File: src/rtl/sequenciador_medidas_pkg.sv
`default_nettype none
// ============================================================================
// Module      : sequenciador_medidas_pkg
// Description : Shared state encodings, the BCD measurement type and the
//               default proximity threshold for the measurement scheduler.
// Revision    : 1.0 - initial release
// ============================================================================
package sequenciador_medidas_pkg;

  typedef enum logic [3:0] {
    INICIAL  = 4'd0,
    ESPERA   = 4'd1,
    DISPARA  = 4'd2,
    AGUARDA  = 4'd3,
    ARMAZENA = 4'd4,
    ERRO     = 4'd5
  } estado_t;

  // Three BCD digits: hundreds [11:8], tens [7:4], units [3:0], in cm.
  typedef logic [11:0] medida_bcd_t;

  localparam medida_bcd_t LIMIAR_BCD_PADRAO = 12'h020;

endpackage
`default_nettype wire

File: src/rtl/sequenciador_medidas_contador.sv
`default_nettype none
// ============================================================================
// Module      : contador_saturado
// Description : Up-counter with synchronous clear and count enable that
//               stops at MAXIMO; fim is high while the count sits there.
// Revision    : 1.0 - initial release
// ============================================================================
module contador_saturado #(
  parameter int MAXIMO  = 1,
  parameter int LARGURA = $clog2(MAXIMO) + 1
) (
  input  logic               clock,
  input  logic               reset,
  input  logic               limpa,
  input  logic               conta,
  output logic [LARGURA-1:0] valor,
  output logic               fim
);

  localparam logic [LARGURA-1:0] VALOR_MAX = LARGURA'(MAXIMO);

  // Count up until the ceiling, clear has priority over counting.
  always_ff @(posedge clock) begin
    if (!reset) begin
      valor <= '0;
    end else if (limpa) begin
      valor <= '0;
    end else if (conta && (valor != VALOR_MAX)) begin
      valor <= valor + LARGURA'(1);
    end
  end

  assign fim = (valor == VALOR_MAX);

endmodule
`default_nettype wire

File: src/rtl/sequenciador_medidas.sv
`default_nettype none
// ============================================================================
// Module      : sequenciador_medidas
// Description : Periodic HC-SR04 measurement scheduler. Pulses medir at a
//               fixed cadence, captures the BCD distance on a pronto rising
//               edge, flags proximity and recovers from lost echoes.
//               Optional macro SEQ_CONTADOR_ERROS_EN adds the db_erros port
//               (saturating timeout count).
// Revision    : 1.0 - initial release
// ============================================================================
module sequenciador_medidas
  import sequenciador_medidas_pkg::*;
#(
  parameter int          PERIODO_CICLOS = 5_000_000,
  parameter int          TIMEOUT_CICLOS = 2_500_000,
  parameter int          LARGURA_MEDIR  = 5,
  parameter medida_bcd_t LIMIAR_BCD     = LIMIAR_BCD_PADRAO
) (
  input  logic        clock,
  input  logic        reset,
  input  logic        ligar,
  input  logic        pronto_sensor,
  input  logic [11:0] medida_sensor,
  output logic        medir,
  output logic [11:0] medida,
  output logic        nova_medida,
  output logic        alerta,
  output logic        timeout,
  output logic [3:0]  db_estado
`ifdef SEQ_CONTADOR_ERROS_EN
  ,
  output logic [7:0]  db_erros
`endif
);

  localparam int LARG_PERIODO = $clog2(PERIODO_CICLOS) + 1;
  localparam int LARG_TIMEOUT = $clog2(TIMEOUT_CICLOS) + 1;
  // The period counter doubles as the medir width timer: it starts at 0 on
  // the first DISPARA cycle.
  localparam logic [LARG_PERIODO-1:0] FIM_MEDIR      = LARG_PERIODO'(LARGURA_MEDIR - 1);
  localparam logic [LARG_TIMEOUT-1:0] LIMITE_TIMEOUT = LARG_TIMEOUT'(TIMEOUT_CICLOS);

  estado_t                 estado;
  estado_t                 proximo;
  logic                    pronto_ant;
  logic                    borda;
  logic                    limpa_periodo;
  logic                    fim_periodo;
  logic                    fim_timeout;
  logic [LARG_PERIODO-1:0] cnt_periodo;
  logic [LARG_TIMEOUT-1:0] cnt_timeout;

  assign borda = pronto_sensor & ~pronto_ant;

  contador_saturado #(
    .MAXIMO  (PERIODO_CICLOS - 1),
    .LARGURA (LARG_PERIODO)
  ) u_periodo (
    .clock (clock),
    .reset (reset),
    .limpa (limpa_periodo),
    .conta (1'b1),
    .valor (cnt_periodo),
    .fim   (fim_periodo)
  );

  contador_saturado #(
    .MAXIMO  (TIMEOUT_CICLOS),
    .LARGURA (LARG_TIMEOUT)
  ) u_timeout (
    .clock (clock),
    .reset (reset),
    .limpa (estado != AGUARDA),
    .conta (1'b1),
    .valor (cnt_timeout),
    .fim   (fim_timeout)
  );

  // State register.
  always_ff @(posedge clock) begin
    if (!reset) estado <= INICIAL;
    else        estado <= proximo;
  end

  // Next-state logic; the period counter is cleared on the way into DISPARA.
  always_comb begin
    proximo = estado;
    case (estado)
      INICIAL:  if (ligar) proximo = DISPARA;
      ESPERA: begin
        if (!ligar)           proximo = INICIAL;
        else if (fim_periodo) proximo = DISPARA;
      end
      DISPARA:  if (cnt_periodo == FIM_MEDIR) proximo = AGUARDA;
      AGUARDA: begin
        if (borda)            proximo = ARMAZENA;
        else if (fim_timeout) proximo = ERRO;
      end
      ARMAZENA: proximo = ESPERA;
      ERRO:     proximo = ESPERA;
      default:  proximo = INICIAL;
    endcase
    limpa_periodo = (proximo == DISPARA) && (estado != DISPARA);
  end

  // Capture on a fresh pronto edge; flag a timeout when the wait expires.
  always_ff @(posedge clock) begin
    if (!reset) begin
      pronto_ant <= 1'b0;
      medida     <= '0;
      alerta     <= 1'b0;
      timeout    <= 1'b0;
    end else begin
      pronto_ant <= pronto_sensor;
      if (estado == AGUARDA) begin
        if (borda) begin
          medida  <= medida_sensor;
          alerta  <= (medida_sensor < LIMIAR_BCD);
          timeout <= 1'b0;
        end else if (cnt_timeout == LIMITE_TIMEOUT) begin
          timeout <= 1'b1;
        end
      end
    end
  end

  assign medir       = (estado == DISPARA);
  assign nova_medida = (estado == ARMAZENA);
  assign db_estado   = estado;

`ifdef SEQ_CONTADOR_ERROS_EN
  logic [7:0] erros;

  // Count timeouts, sticking at the top value.
  always_ff @(posedge clock) begin
    if (!reset)                                erros <= 8'd0;
    else if (estado == ERRO && erros != 8'hFF) erros <= erros + 8'd1;
  end

  assign db_erros = erros;
`endif

endmodule
`default_nettype wire
File: config.mk
export PLATFORM = sky130hd
export DESIGN_NAME = sequenciador_medidas
export DESIGN_NICKNAME = d
export VERILOG_FILES = /design/src/rtl/sequenciador_medidas_pkg.sv /design/src/rtl/sequenciador_medidas_contador.sv /design/src/rtl/sequenciador_medidas.sv
export SDC_FILE = /design/constraint.sdc
export NUM_CORES = 1
export LEC_CHECK = 0
export BUFFER_PORTS_ARGS = -buffer_cell sky130_fd_sc_hd__buf_4
export CAP_MARGIN = 20
export CELL_PAD_IN_SITES_DETAIL_PLACEMENT = 2
export CELL_PAD_IN_SITES_GLOBAL_PLACEMENT = 2
export CORE_MARGIN = 3
export CORE_UTILIZATION = 38
export CTS_CLUSTER_SIZE = 25
export DETAILED_ROUTE_END_ITERATION = 8
export PLACE_DENSITY = 0.94
export RECOVER_POWER = 100
export SYNTH_ARGS = -nofsm -noshare
export SYNTH_HDL_FRONTEND = slang
export SYNTH_SLANG_ARGS = --single-unit
File: constraint.sdc
create_clock -name clock -period 5.1 [get_ports clock]
set_input_delay 0.51 -clock clock [delete_from_list [all_inputs] [get_ports clock]]
set_output_delay 0.51 -clock clock [all_outputs]
set_load 0.02 [all_outputs]
==> out/qor.txt, run 1 <==
first-pass GRT wire length -> 16700 um
kind of critical path -> flop to flop
top-area cell type share of the netlist area -> 0.4293
Initial Util -> 0.3942
Total Negative Setup Slacks -> 0 ns
ranking of synthesized cells by area -> dfxtp_1 43%, xnor2_1 6.8%, nor2_1 5.5%
Hold WS -> 0.3921 ns
Core Area -> 0.007807 sq mm
ys flop type -> dfxtp_1
post-CTS sizing -> 0
Max VDD drop -> 0.1800 mV
share of cells above drive strength 1 -> 0.08696
mapped cell area -> 0.003078 sq mm
failing checks -> max-capacitance violations, max-slew violations
type of origin of the critical path -> flop
Cell variety after synth -> 48
largest area contributor in the netlist -> dfxtp_1
iteration count of the initial detailed-routing pass -> 4
register-to-register setup slack -> 1.47 ns
Final Hold Viols -> 0
final setup vio count -> 0
total CTS buffers -> 9
Seq/Total Area, Yosys -> 0.4293
hold buffers post-CTS -> 0
CTS tree -> built
pin count of the biggest net entering global routing -> 25
Yosys warning total -> 0
Crit path required time -> 5.26 ns
status -> finished, violations left
die width -> 96 um
CTS Root Cell -> clkbuf_8
post-DP HPWL -> 6777 um
Final Slew Violations -> 25
Final Cell Area -> 0.003546 sq mm
diodes inserted -> 0
Synth-to-Final Area Change -> 15.20%
CTS Sinks -> 66
Avg Inst Size Synth -> 8.744 sq um
Placed Area -> 0.003422 sq mm
Nets -> 406
Multi-input gate area -> 0.001627 sq mm
Final ANT Viol Nets -> 0
initial drt markers -> 132
unrepaired setup endpoints after global routing -> false
Setup Buffers After CTS -> 0
grt ovf -> 0
clk slew on worst S/H paths -> 0.08 ns
critical path endpoint category -> flop
worst-path fanout max -> 24
H-tree levels -> 3
Total Power -> 1.107 mW
initial antenna violation count -> 0
critical path arrival -> 3.79 ns
CTS Buffer Depth -> 2
Port Buffers -> 35
GP Congestion -> 0.7441
DIE AREA -> 0.009216 sq mm
leakage dissipation -> 1.193 nW
number of synthesized flops with an enable pin -> 0
wire per inst -> 21.12 um
Slew HR -> -0.1637
Fill cells -> 881
async set-reset flop share out of synthesis -> 0
num ports -> 36
Global Route Usage Sum -> 0.2417
Reg area -> 0.001321 sq mm
number of vias per cell -> 5.590
Pwr Density -> 312.1 mW/mm^2
crit path time final -> 3.634 ns
Period Utilization, post-route -> 0.7126
Die Ht -> 96 um
Slew @ Worst Pin -> 1.734 ns
MaxCap Viol Count -> 1
Post-Synthesis Cells -> 352
f_max -> 275.2 MHz
skew final -> 0.01069 ns
DRC viols -> 0
# rows -> 32
Yosys reg bits -> 66
routed wire length -> 10410 um
worst-skew pair later-pin latency -> 0.36 ns
Syn Nets -> 372
worst min path class -> input port to flop
Vias -> 2756
vias in the first global route -> 3168
==> placed cells by master, fill, tap and decap left out, drive strengths merged, types with 3 or more instances in the layout <==
cell and instances:
dfxtp 66, nor2 46, clkbuf 31, xnor2 24, nand2 22, nand3 16
a21oi 14, buf 14, nor3 13, mux2i 13, nor2b 13, o21ai 13
inv 11, nand4 10, nor4 9, xor2 9, or3 9, and3 7
and4 5, ha 4, and2 4, clkinv 4, nand2b 3, or4 3
o211ai 3, bufinv 3
==> power by group <==
| part | leakage (nW) | switching, mW | internal [mW] |
|---|---|---|---|
| clock | 0.123 | 0.228 | 0.325 |
| sequential | 0.533 | 0.00461 | 0.518 |
| combinational | 0.538 | 0.0182 | 0.0137 |
==> flip-flops by register name, indices dropped and copies added (netlist names) <==
signal and count:
alerta 1, db_estado 4, medida 12, pronto_ant 1
timeout 1, u_periodo.valor 24, u_timeout.valor 23
==> final cells by class <==
| class | count | share of cell area |
|---|---|---|
| clock buffers | 9 | 0.03493 |
| clock inverters | 7 | 0.03317 |
| inverters | 11 | 0.01164 |
| multi-input cells | 262 | 0.4587 |
| flip-flops and latches | 66 | 0.3726 |
| well taps | 102 | 0.03599 |
| repair buffers | 36 | 0.05293 |
==> path summary, 6_finish.rpt <==
check,from,end,depth (start not counted)
min,pronto_sensor,pronto_ant,2
min reg2reg,u_timeout.valor[20],u_timeout.valor[20],2
max reg2reg,u_periodo.valor[0],u_periodo.valor[18],6
max,u_periodo.valor[0],u_periodo.valor[18],6
==> metal layers <==
metal  up-vias  track usage  wire (um)
li1       1302            -          -
met4         0       0.1161        297
met5         -            0          0
met1      1384       0.2625       4226
met2        46       0.4422       5628
met3        24      0.05004        257
==> worst max-delay path, cell delays in order (launching register included) <==
cell and delay (ns):
dfxtp_1 0.41, ha_1 0.22, nand3_1 0.16, nor4_1 0.77
a21boi_0 0.31, o21ai_1 1.38, nor2_1 0.18
==> stage by stage <==
step / utilization / worst slack, ns / instances
4_1_cts: 0.4692 / 2.328 / 493
3_3_place_gp: 0.4383 / 2.717 / 477
3_5_place_dp: 0.4383 / 2.374 / 477
5_1_grt: 0.4542 / 1.056 / 493
2_1_floorplan: - / 3.249 / 352
6_report: 0.4542 / 1.466 / 493
==> logic make-up after synthesis <==
family,count (synthesis),share of synthesized area
AOI/OAI and AO/OA,41,0.08862
xor gates and xnor gates,33,0.09390
adders and majority gates,4,0.01626
buffers and inverters,24,0.03089
DFF,66,0.4293
muxes,13,0.04227
other,1,0.001218
and+or+nand+nor,170,0.2976
==> cell usage after synthesis, drive strengths merged (5+ instances only) <==
master	number
a21oi	14
and3	7
and4	5
clkbuf	9
dfxtp	66
inv	11
mux2i	13
nand2	22
nand3	16
nand4	10
nor2	46
nor2b	13
nor3	13
nor4	9
o21ai	13
or3	9
xnor2	24
xor2	9
Power figures use the tool's default switching activity.
==> run 2, diff against run 1 <==
--- a/config.mk
+++ b/config.mk
@@ -10,10 +10,10 @@
 export CELL_PAD_IN_SITES_DETAIL_PLACEMENT = 2
 export CELL_PAD_IN_SITES_GLOBAL_PLACEMENT = 2
 export CORE_MARGIN = 3
-export CORE_UTILIZATION = 38
+export CORE_UTILIZATION = 35
 export CTS_CLUSTER_SIZE = 25
 export DETAILED_ROUTE_END_ITERATION = 8
-export PLACE_DENSITY = 0.94
+export PLACE_DENSITY = 0.88
 export RECOVER_POWER = 100
 export SYNTH_ARGS = -nofsm -noshare
 export SYNTH_HDL_FRONTEND = slang
==> constraint.sdc (replaced) <==
create_clock -name clock -period 3.68 [get_ports clock]
set_input_delay 0.368 -clock clock [delete_from_list [all_inputs] [get_ports clock]]
set_output_delay 0.368 -clock clock [all_outputs]
set_load 0.02 [all_outputs]
==> run 2 against run 1 <==
Net effect:
- the flow now finishes without violations
- combinational power grew 32%
- highest routed layer unchanged
- global-route usage shrank 3.7 points
- fmax grew 21%
- wire length shrank 8.3%
- non-clock buffer count grew 1
- die area grew 8.0%
- critical path depth is the same
- sequential power grew 39%
- largest power group is now sequential cells
- register-to-register slack lost 0.80 ns
- via count is essentially flat
- power grew 21%
- sequential share of layout area grew 0.61 points
==> out/qor.txt, run 2 (same netlist as run 1, synthesis figures left out) <==
status -> finished, final reports clean
commonest non-fill, non-tap cell in the layout -> dfxtp_1
H-tree levels -> 3 (unchanged)
post-DP HPWL -> 6420 um (-5.3%)
GR Layer Usage met3 -> 0.06393 (+0.01389)
DIE AREA -> 0.009955 sq mm (+8.0%)
leakage dissipation -> 1.154 nW (-3.3%)
Crit path required time -> 3.86 ns (-1.40 ns)
unrepaired setup endpoints after global routing -> false
busiest grt layer -> met2
MaxCap Viol Count -> 0 (-1)
# rows -> 33 (+3.1%)
Vias -> 2754 (-0.073%)
GR Util met2 -> 0.3576 (-0.08459)
CP peak stage delay -> 0.86 ns (-0.52 ns)
fin worst setup slack -> 0.6695 ns (-0.7962 ns)
routed wire length -> 9541 um (-8.3%)
leading cell types in the layout, fill and taps excluded -> 66 x dfxtp_1, 46 x nor2_1, 24 x xnor2_1, 23 x clkbuf_1, 22 x nand2_1
Worst Path Buf+Inv -> 0 (unchanged)
Final Hold Viols -> 0 (unchanged)
CTS Buffer Depth -> 2 (unchanged)
DRC viols -> 0 (unchanged)
pin count of the biggest net entering global routing -> 25 (unchanged)
Final Slew Violations -> 0 (-100%)
CP max-delay cell -> o21ai_2
CTS Root Cell -> clkbuf_8
share of cells above drive strength 1 -> 0.08673 (-0.0002218)
Nets -> 407 (+0.25%)
post-CTS sizing -> 0 (unchanged)
kind of critical path -> flop to flop
Setup Buffers After CTS -> 0 (unchanged)
worst min path class -> input port to flop
vias in the first global route -> 3106 (-2.0%)
max reg flops -> 24 (unchanged)
num ports -> 36 (unchanged)
number of vias per cell -> 5.541 (-0.88%)
final setup vio count -> 0 (unchanged)
critical path endpoint category -> flop
clk slew on worst S/H paths -> 0.08 ns (about the same)
wire per inst -> 19.20 um (-9.1%)
dpl ws -> 1.090 ns (-1.284 ns)
Hold WS -> 0.2323 ns (-0.1599 ns)
worst-path fanout max -> 24 (unchanged)
Slew HR -> 0.2583 (+0.4220)
Hold Path Depth -> 2 (unchanged)
skew final -> 0.008754 ns (-0.001939 ns)
initial antenna violation count -> 0 (unchanged)
hold buffers post-CTS -> 0 (unchanged)
Global Route Usage Sum -> 0.2049 (-0.03687)
largest registers -> u_periodo.valor x24, u_timeout.valor x23, medida x12
f_max -> 332.2 MHz (+21%)
Synth-to-Final Area Change -> 13.33%
die width -> 99.78 um (+3.9%)
diodes inserted -> 0 (unchanged)
worst r2r path cells -> 6 (unchanged)
Pwr Density -> 382.8 mW/mm^2 (+23%)
first-pass GRT wire length -> 16060 um (-3.8%)
Final Cell Area -> 0.003488 sq mm (-1.6%)
grt ovf -> 0 (unchanged)
Core Area -> 0.008382 sq mm (+7.4%)
CTS Sinks -> 66 (unchanged)
Crit path depth -> 6 (unchanged)
Placed Area -> 0.003433 sq mm (+0.33%)
global-route track usage on met1 -> 0.2330 (-0.02952)
Initial Util -> 0.3672 (-0.02701)
GP Congestion -> 0.7577 (+1.8%)
CTS tree -> built
Slew @ Worst Pin -> 1.113 ns (-0.6213 ns)
crit path time final -> 3.011 ns (-0.6238 ns)
crit path cell chain -> ha_1 -> nand3_1 -> nor4_1 -> a21boi_0 -> o21ai_2 -> nor2_1
Biggest register -> u_periodo.valor
Max VDD drop -> 0.1659 mV (-7.8%)
Total Negative Setup Slacks -> 0 ns (unchanged)
Total Power -> 1.335 mW (+21%)
type of origin of the critical path -> flop
delay-heaviest family, CP -> compound AO/OA/AOI/OAI gates
worst-skew pair later-pin latency -> 0.35 ns (about the same)
critical path arrival -> 3.19 ns (-0.60 ns)
Port Buffers -> 35 (unchanged)
Final ANT Viol Nets -> 0 (unchanged)
initial drt markers -> 52 (-61%)
Period Utilization, post-route -> 0.8181 (+0.1055)
Die Ht -> 99.78 um (+3.9%)
total CTS buffers -> 9 (unchanged)
iteration count of the initial detailed-routing pass -> 4 (unchanged)
[run 2: worst paths after layout]
kind         slack, ns                   to           startpoint
max               0.67   u_periodo.valor[4]   u_periodo.valor[0]
max reg2reg       0.67   u_periodo.valor[4]   u_periodo.valor[0]
min               0.23           pronto_ant        pronto_sensor
min reg2reg       0.52  u_timeout.valor[20]  u_timeout.valor[20]
[run 2: layer usage]
layer / share of wire / wire, um
met2: 0.52 / 4986
met3: 0.033 / 312
met4: 0.031 / 299
met1: 0.41 / 3942
met5: 0 / 0
[run 2: power by group]
group          internal [mW]  leakage [nW]  switching [mW]
sequential             0.717         0.533         0.00657
combinational         0.0192         0.539          0.0229
clock                  0.249        0.0822           0.321
total                  0.985          1.15           0.350
[run 2: layout make-up]
type | instances | area [sq um]
clock buffer | 9 | 123.9
clock inverter | 7 | 53.80
fill | 971 | 4893
inverter | 11 | 41.29
multi-input combinational | 262 | 1625
sequential | 66 | 1321
tap | 105 | 131.4
timing repair buffer | 37 | 191.4
[run 2: metrics by stage]
step / std cells / utilization
2_1_floorplan: 352 / -
3_3_place_gp: 481 / 0.4096
3_5_place_dp: 481 / 0.4096
4_1_cts: 497 / 0.4308
5_1_grt: 497 / 0.4162
6_report: 497 / 0.4162
==> run 3, diff against run 2 <==
--- a/config.mk
+++ b/config.mk
@@ -10,10 +10,10 @@
 export CELL_PAD_IN_SITES_DETAIL_PLACEMENT = 2
 export CELL_PAD_IN_SITES_GLOBAL_PLACEMENT = 2
 export CORE_MARGIN = 3
-export CORE_UTILIZATION = 35
+export CORE_UTILIZATION = 32
 export CTS_CLUSTER_SIZE = 25
 export DETAILED_ROUTE_END_ITERATION = 8
-export PLACE_DENSITY = 0.88
+export PLACE_DENSITY = 0.85
 export RECOVER_POWER = 100
 export SYNTH_ARGS = -nofsm -noshare
 export SYNTH_HDL_FRONTEND = slang
==> constraint.sdc (replaced) <==
create_clock -name clock -period 2.4 [get_ports clock]
set_input_delay 0.24 -clock clock [delete_from_list [all_inputs] [get_ports clock]]
set_output_delay 0.24 -clock clock [all_outputs]
set_load 0.02 [all_outputs]
==> run 3 against run 2 <==
Net effect:
- critical path type unchanged
- critical endpoint is now alerta
- fmax rose by 41%
- first-iteration DRC count increased by 83%
- worst setup slack worse by 0.40 ns
- utilization fell by 2.9 points
- sequential power increased by 53%
- power is 60% higher
==> out/qor.txt, run 3 (same netlist as run 1, synthesis figures left out) <==
post-CTS sizing -> 0 (unchanged)
unrepaired setup endpoints after global routing -> false
Pwr Density -> 592.7 mW/mm^2 (+55%)
Vias -> 2678 (-2.8%)
# rows -> 35 (+6.1%)
critical path arrival -> 2.37 ns (-0.82 ns)
vias in the first global route -> 3126 (+0.64%)
initial drt markers -> 95 (+83%)
H-tree levels -> 3 (unchanged)
Setup Buffers After CTS -> 0 (unchanged)
final setup vio count -> 0 (unchanged)
crit path time final -> 2.129 ns (-0.8816 ns)
share of cells above drive strength 1 -> 0.1035 (+0.01680)
Biggest register -> u_periodo.valor
leakage dissipation -> 1.185 nW (+2.7%)
post-DP HPWL -> 6101 um (-5.0%)
CTS Buffer Depth -> 2 (unchanged)
worst min path class -> input port to flop
commonest non-fill, non-tap cell in the layout -> dfxtp_1
diodes inserted -> 0 (unchanged)
first-pass GRT wire length -> 15730 um (-2.1%)
Total Negative Setup Slacks -> 0 ns (unchanged)
Psw -> 516.5 uW (+47%)
Multi-input gate area -> 0.001657 sq mm (+1.9%)
type of origin of the critical path -> flop
Final Hold Viols -> 0 (unchanged)
clk slew on worst S/H paths -> 0.08 ns (about the same)
Reg area -> 0.001321 sq mm (unchanged)
hold buffers post-CTS -> 0 (unchanged)
Final ANT Viol Nets -> 0 (unchanged)
Initial Util -> 0.3315 (-0.03568)
max reg flops -> 24 (unchanged)
internal power -> 1.614 mW (+64%)
Nets -> 411 (+0.98%)
worst-skew pair later-pin latency -> 0.35 ns (about the same)
Die Ht -> 104.1 um (+4.3%)
fin worst setup slack -> 0.2710 ns (-0.3984 ns)
Global Route Usage Sum -> 0.1778 (-0.02712)
GP Congestion -> 0.7757 (+2.4%)
Fill cells -> 1095 (+13%)
Final Slew Violations -> 0 (unchanged)
Cell Count, Final, Fillers Out -> 525 (+5.6%)
Total Power -> 2.130 mW (+60%)
initial antenna violation count -> 0 (unchanged)
skew final -> 0.01166 ns (+0.002910 ns)
Hold WS -> 0.1345 ns (-0.09780 ns)
largest registers -> u_periodo.valor x24, u_timeout.valor x23, medida x12
f_max -> 469.7 MHz (+41%)
die width -> 104.1 um (+4.3%)
total CTS buffers -> 9 (unchanged)
critical path endpoint category -> flop
routed wire length -> 9012 um (-5.5%)
Core Area -> 0.009284 sq mm (+11%)
pin count of the biggest net entering global routing -> 25 (unchanged)
Final Cell Area -> 0.003595 sq mm (+3.0%)
worst-path fanout max -> 11 (-54%)
Clk pwr share -> 0.447 (+0.021)
Hold Path Depth -> 2 (unchanged)
Period Utilization, post-route -> 0.8871 (+0.06899)
CTS Sinks -> 66 (unchanged)
Post-Place Cells -> 509 (+5.8%)
DIE AREA -> 0.01083 sq mm (+8.8%)
DRC viols -> 0 (unchanged)
Synth-to-Final Area Change -> 16.79%
Slew HR -> 0.2536 (-0.004710)
MaxCap Viol Count -> 0 (unchanged)
Max VDD drop -> 0.2832 mV (+71%)
sw frac -> 0.2425 (-0.01985)
combinational fraction of design power -> 0.034 (+0.002)
status -> finished, final reports clean
dpl ws -> 0.3686 ns (-0.7215 ns)
CTS Root Cell -> clkbuf_8
number of vias per cell -> 5.101 (-7.9%)
Flop pwr share -> 0.520 (-0.022)
wire per inst -> 17.17 um (-11%)
Placed Area -> 0.003493 sq mm (+1.7%)
kind of critical path -> flop to flop
CTS tree -> built
Crit path required time -> 2.65 ns (-1.21 ns)
Port Buffers -> 35 (unchanged)
num ports -> 36 (unchanged)
iteration count of the initial detailed-routing pass -> 4 (unchanged)
Final Util -> 0.3872 (-0.02898)
grt ovf -> 0 (unchanged)
leading cell types in the layout, fill and taps excluded -> 66 x dfxtp_1, 45 x nor2_1, 24 x xnor2_1, 24 x clkbuf_1, 22 x nand2_1
worst r2r path cells -> 7 (+1)
Slew @ Worst Pin -> 1.120 ns (+0.007064 ns)
[run 3: changes by cell type in the layout (fill, tap and decap cells not counted), sizes merged]
cell      previous run  this run
clkinv               2         3
inv                 13        11
buf                 14        16
clkbuf              32        35
clkinvlp             3         2
bufinv               0         1
[run 3: worst paths after layout]
| kind | slack [ns] | end | start |
|---|---|---|---|
| worst min-delay path | 0.13 | pronto_ant | pronto_sensor |
| worst max-delay path | 0.27 | alerta | db_estado[2] |
| worst max register to register | 0.27 | alerta | db_estado[2] |
| worst min register to register | 0.51 | u_timeout.valor[8] | u_timeout.valor[8] |
[run 3: final cells by class]
cell class              instances  area share
clock buffers                  10     0.03550
clock inverters                 6     0.01880
inverters                      11     0.01149
multi-input cells             262      0.4608
flip-flops and latches         66      0.3676
well taps                     129     0.04490
repair buffers                 41     0.06091
[run 3: metal layers]
metal | global-route usage | up-vias | share of wire
li1 | - | 1309 | -
met1 | 0.2076 | 1331 | 0.44
met2 | 0.3222 | 31 | 0.52
met3 | 0.05152 | 7 | 0.032
met4 | 0.03704 | 0 | 0.0095
met5 | 0 | - | 0
[run 3: critical path, cell delays in order, from the launching register on]
cell and delay (ns):
dfxtp_1 0.35, nor2_1 0.14, clkbuf_1 0.34, nand4_1 0.39, clkbuf_2 0.38, nand2_1 0.15, o21ai_0 0.11, and2_0 0.18
[run 3: power by group through the flow]
stage,clock (mW),sequential [mW],combinational (mW)
floorplan,0,1.13,0.0335
global placement,0,1.13,0.0707
detailed placement,0,1.13,0.0740
CTS,0.986,1.11,0.0762
global route,1.03,1.11,0.0808
finish,0.951,1.11,0.0715
